--- config.mk ---
export PLATFORM = sky130hd
export DESIGN_NAME = mio_bus_responder
export DESIGN_NICKNAME = d
export VERILOG_FILES = /design/src/rtl/mio_pkg.sv /design/src/rtl/mio_counter.sv /design/src/rtl/mio_bus_responder.sv
export SDC_FILE = /design/constraint.sdc
export NUM_CORES = 1
export LEC_CHECK = 0
export BUFFER_PORTS_ARGS = -buffer_cell sky130_fd_sc_hd__buf_2
export CELL_PAD_IN_SITES_DETAIL_PLACEMENT = 1
export CELL_PAD_IN_SITES_GLOBAL_PLACEMENT = 1
export CORE_MARGIN = 3
export CORE_UTILIZATION = 43
export CTS_CLUSTER_DIAMETER = 100
export DETAILED_ROUTE_END_ITERATION = 10
export GPL_TIMING_DRIVEN = 0
export HOLD_SLACK_MARGIN = 0.06
export PLACE_DENSITY_LB_ADDON = 0.1
export SLEW_MARGIN = 10
export SYNTH_ARGS = -nofsm -noshare
export SYNTH_HDL_FRONTEND = slang
export SYNTH_SLANG_ARGS = --single-unit
--- constraint.sdc ---
create_clock -name clk -period 3.8 [get_ports clk]
set_input_delay 0 -clock clk [delete_from_list [all_inputs] [get_ports clk]]
set_output_delay 0 -clock clk [all_outputs]
set_load 0.02 [all_outputs]
--- src/rtl/mio_pkg.sv ---
// mio_pkg: shared constants, state encoding and region type for the MIO responder
package mio_pkg;
  localparam logic [3:0] IO_BASE_NIB = 4'hF;
  localparam logic [1:0] IO_GPIO = 2'd0;
  localparam logic [1:0] IO_CNT = 2'd1;
  typedef enum logic [1:0] {IDLE = 2'd0, WAIT = 2'd1, ACK = 2'd2} state_e;
  typedef enum logic {REG_RAM, REG_IO} region_e;
endpackage

--- src/rtl/mio_counter.sv ---
// mio_counter: 32-bit free-running wrapping counter, load wins over increment
//   clk, rst_n : clock, async active-low reset
//   ld, d      : load strobe and load value
//   q          : counter value
module mio_counter (
  input  logic        clk,
  input  logic        rst_n,
  input  logic        ld,
  input  logic [31:0] d,
  output logic [31:0] q
);
  always_ff @(posedge clk or negedge rst_n)
    if (!rst_n) q <= '0;
    else q <= ld ? d : q + 32'd1;
endmodule

--- src/rtl/mio_bus_responder.sv ---
// mio_bus_responder: MIO-port responder with RAM wait states, GPIO LEDs and counter
//   clk, rst_n              : clock, async active-low reset
//   mem_req, mem_w          : access request (sampled in IDLE) and write flag
//   M_addr, data_out        : CPU byte address and write data
//   data2CPU, MIO_ready     : read data (held between ACKs) and CPU pacing
//   ram_addr/ram_din/ram_we : registered synchronous-RAM request
//   ram_dout                : RAM read data, RAM_LAT cycles after ram_addr
//   sw, led                 : switch inputs and GPIO LED register
import mio_pkg::*;
module mio_bus_responder #(
  parameter int RAM_AW  = 10,
  parameter int RAM_LAT = 1,
  parameter int SW_W    = 16
) (
  input  logic              clk,
  input  logic              rst_n,
  input  logic              mem_req,
  input  logic              mem_w,
  input  logic [31:0]       M_addr,
  input  logic [31:0]       data_out,
  output logic [31:0]       data2CPU,
  output logic              MIO_ready,
  output logic [RAM_AW-1:0] ram_addr,
  output logic [31:0]       ram_din,
  output logic              ram_we,
  input  logic [31:0]       ram_dout,
  input  logic [SW_W-1:0]   sw,
  output logic [SW_W-1:0]   led
);
  localparam logic [2:0] LAT_M1 = 3'(RAM_LAT - 1);
  state_e state_q, state_d;
  region_e reg_q, region_d;
  logic [2:0] cnt_q, cnt_d;
  logic we_q, ram_we_q, start, fin, io_wr, unused_addr;
  logic [1:0] off_q;
  logic [RAM_AW-1:0] ram_addr_q;
  logic [SW_W-1:0] led_q;
  logic [31:0] ram_din_q, rd_q, d2c_q, cnt_val, io_rd;
  assign unused_addr = ^{M_addr[27:RAM_AW+2], M_addr[1:0]};
  // Every access passes through WAIT so the CPU always sees at least one stall;
  // RAM reads stay there RAM_LAT cycles so ram_dout is valid during ACK.
  always_comb begin
    region_d = (M_addr[31:28] == IO_BASE_NIB) ? REG_IO : REG_RAM;
    start = (state_q == IDLE) && mem_req;
    fin = (state_q == WAIT) && (cnt_q == 3'd0);
    io_wr = fin && we_q && (reg_q == REG_IO);
    state_d = start ? WAIT : fin ? ACK : (state_q == ACK) ? IDLE : state_q;
    cnt_d = start ? ((!mem_w && region_d == REG_RAM) ? LAT_M1 : 3'd0)
          : (state_q == WAIT && cnt_q != 3'd0) ? cnt_q - 3'd1 : cnt_q;
    io_rd = (off_q == IO_GPIO) ? 32'(sw) : (off_q == IO_CNT) ? cnt_val : 32'h0;
    data2CPU = (state_q == ACK && !we_q) ? ((reg_q == REG_RAM) ? ram_dout : rd_q) : d2c_q;
  end
  mio_counter u_cnt (
    .clk(clk), .rst_n(rst_n), .ld(io_wr && off_q == IO_CNT), .d(ram_din_q), .q(cnt_val)
  );
  always_ff @(posedge clk or negedge rst_n)
    if (!rst_n) begin
      state_q <= IDLE;
      cnt_q <= '0;
      reg_q <= REG_RAM;
      we_q <= 1'b0;
      off_q <= '0;
      ram_addr_q <= '0;
      ram_din_q <= '0;
      ram_we_q <= 1'b0;
      led_q <= '0;
      rd_q <= '0;
      d2c_q <= '0;
    end else begin
      state_q <= state_d;
      cnt_q <= cnt_d;
      ram_we_q <= start && mem_w && (region_d == REG_RAM);
      d2c_q <= data2CPU;
      if (start) begin
        we_q <= mem_w;
        reg_q <= region_d;
        off_q <= M_addr[3:2];
        ram_addr_q <= M_addr[RAM_AW+1:2];
        ram_din_q <= data_out;
      end
      // IO read data (including the counter snapshot) is taken at the edge entering ACK.
      if (fin) rd_q <= io_rd;
      if (io_wr && off_q == IO_GPIO) led_q <= ram_din_q[SW_W-1:0];
    end
  assign MIO_ready = (state_q != WAIT);
  assign ram_addr = ram_addr_q;
  assign ram_din = ram_din_q;
  assign ram_we = ram_we_q;
  assign led = led_q;
endmodule
==> out/metrics.cfg <==
[sta]
setup_viol = 0
period_needed_ns = 2.55
whs_ns = 0.123
min_period_over_period = 0.670
finalHoldViolations = 0
slew_viol_final = 0
worst_pin_slew_ns = 0.753
fin_tns_setup_ns = 0
relSlewSlack = 0.498
clock.fmax_mhz = 393
skew_ns = 0.0158
rsz0062_at_grt = false

[global_route]
grt_usage = 0.266
grt_pass1_wl_um = 37600
use_met3 = 0.0527
grt_max_degree = 86
grt_pass1_vias = 6901
grt-ovfl-total = 0
grt_util_met2 = 0.444
met1_usage = 0.335
antenna_found_initial = 5
busiest_layer = met2

[logic_synthesis]
ys.flop_type = dfrtp_1
ys_warn_count = 0
ys_seq_elements = 162
syn-instance-count = 645
synth_top_area_share = 0.562
synth_cell_type_count = 40
synth_edf_count = 0
synthTopCellsByArea = dfrtp_1 (56%), mux2_2 (9.2%), mux2i_1 (6.8%)
yosys.area.top_type = dfrtp_1
syn-num-nets = 764
ys_seq_area_frac = 0.562
avgSynthCellArea_um2 = 11.2
async_reset_ff_frac = 1.00
synth_area_um2 = 7220

[pwr]
clock_power_share = 0.242
p_per_area_nw_per_um2 = 797
p_sw_w = 0.00321
seqPwrFrac = 0.372
leakagePower_nw = 4.56
pwr-share-comb = 0.386
irDropWorstVdd_uv = 438
internal_power_w = 0.00484
p_sw_frac = 0.399

[worst_setup_path]
crit_type = reg -> reg
crit_buf_inv = 2
crit_arrival_ns = 2.86
crit_slowest_cell = nor4_4
cp_max_fo = 10
startpoint_type = flip-flop
worstPathRequired_ns = 4.11
cp_slowest_stage_delay_ns = 0.60
crit_path_frequent_cell = ha_1
end_kind = flip-flop
path_cells = inv_1, ha_1, ha_1, nand3b_1, nor4_4, buf_2, mux2_2
cp_top_family = simple AND/OR/NAND/NOR gates

[clocking]
root_buffer = clkbuf_16
cts_num_sinks = 162
cts_buffers = 17
cts_resized = 0
clk_latency_ns = 0.44
h-tree-depth = 4
ctsLongestPathBuffers = 2
post_cts_buffers = 0
path_clk_slew_ns = 0.08
tritoncts = yes

[final_layout]
mostFrequentLayoutCells = buf_2 (202), dfrtp_1 (162), nand2_1 (96)
final_nets = 1068
area_delta_synth_final_pct = 40.0
layout-drive-gt1-share = 0.322
finalInstanceArea_um2 = 10100
layout_commonest_cell = buf_2

[routing]
vias = 6115
drc = 0
wl_um = 23900
dr.pass1.iters = 4
dr.first_iter.drc_count = 232
avgRoutedWirePerCell_um = 20.2
drtAntennaViolNets = 0
viasPerCell = 5.17

[placement]
routabilityCongestion = 0.859
placed_area_um2 = 8470
dp_hpwl_um = 15200
port_buffers = 189

[floorplanning]
start_util = 0.446
dieArea_um2 = 18400
fp.dieW_um = 136
rows = 46
die_h_um = 136
ios = 208
core_um2 = 16200

[run]
drv_cap = 0

[hold_path]
hp-class = in -> async

[run_status]
status = finished, final reports clean

-- flip-flops by register name, summed over array words and instances, names as in the netlist --
signal and flops:
off_q 1, ram_we 1, reg_q 1, state_q 2
ram_din 32, u_cnt.q 32, ram_addr 9, led 16
d2c_q 32, cnt_q 3, rd_q 32, we_q 1
-- Yosys cell counts (2+ instances only) --
cell type  number
dfrtp_1       162
nand2_1        96
mux2_2         59
mux2i_1        49
nor2_1         46
a21oi_1        37
o21ai_0        34
clkbuf_1       23
xnor2_1        19
o31ai_1        16
buf_2          14
xor2_1         12
nand4_1        11
o21ai_1         7
and3_1          6
inv_1           6
nand3_1         5
nor3_1          5
nor2b_1         4
ha_1            3
nor4_1          3
nor4_2          3
o21ai_2         3
and2_1          2
and4_1          2
buf_1           2
nor4_4          2
o21a_1          2
-- worst reg2reg max path: stages, from the launching register on --
cell,delay [ns]
dfrtp_1,0.37
inv_1,0.11
ha_1,0.17
ha_1,0.20
nand3b_1,0.20
nor4_4,0.60
buf_2,0.40
mux2_2,0.38
-- area by class of cell --
class                      count  area (um^2)
multi-input combinational    436         2960
inverter                       6         22.5
timing repair buffer         285         1930
tap                          216          270
buffer                        41          183
fill                        1776         6070
antenna                        5         12.5
clock inverter                11          198
sequential                   162         4050
clock buffer                  21          470
-- metal layers --
metal,part of all wire,vias to the layer above
li1,-,2840
met1,0.43,3040
met2,0.50,186
met3,0.041,49
met4,0.032,0
met5,0,-
-- power by group through the flow --
stage | clock (W) | sequential [W] | combinational (W)
2_1_floorplan | 0 | 0.00318 | 0.00164
3_3_place_gp | 0 | 0.00293 | 0.00285
3_5_place_dp | 0 | 0.00298 | 0.00297
4_1_cts | 0.00196 | 0.00297 | 0.00307
5_1_grt | 0.00205 | 0.00308 | 0.00337
6_report | 0.00195 | 0.00300 | 0.00311
-- repair_timing --
item | in CTS | in global routing
hold endpoints to repair | 171 | 0
endpoints found under the setup margin | 0 | 0
hold buffers | 95 | 0
-- final timing paths --
path / endpoint / slack (ns) / cells after the start / start
worst min-delay path: ram_addr[8]$_DFFE_PN0P_ / 0.12 / 2 / rst_n
worst max register to register: led[7]$_DFFE_PN0P_ / 1.25 / 7 / cnt_q[0]$_DFFE_PN0P_
worst min register to register: rd_q[9]$_DFFE_PN0P_ / 0.49 / 2 / rd_q[9]$_DFFE_PN0P_
min in group clk: ram_addr[9]$_DFFE_PN0P_ / 0.33 / 3 / M_addr[11]
max in group asynchronous: led[15]$_DFFE_PN0P_ / 2.82 / 3 / rst_n
worst max-delay path: led[7]$_DFFE_PN0P_ / 1.25 / 7 / cnt_q[0]$_DFFE_PN0P_
-- kinds of logic (layout without fill, tap and decap cells) --
family,after synthesis,after routing,share of synthesized area
AOI/OAI and AO/OA,99,99,0.0765
xor gates and xnor gates,31,31,0.0376
adders and majority gates,3,3,0.00520
buffers and inverters,47,364,0.0284
DFF,162,162,0.562
muxes,108,108,0.160
other,0,5,0
and+or+nand+nor,195,195,0.131
-- metrics by stage --
step	total power, W	setup slack, ns	utilization	cells
2_1_floorplan	0.00482	1.78	-	645
3_3_place_gp	0.00578	0.313	0.521	1050
3_5_place_dp	0.00595	1.29	0.524	1051
4_1_cts	0.00800	1.28	0.624	1178
5_1_grt	0.00850	1.04	0.625	1183
6_report	0.00806	1.25	0.625	1183
(Power assumes the default switching activity.)
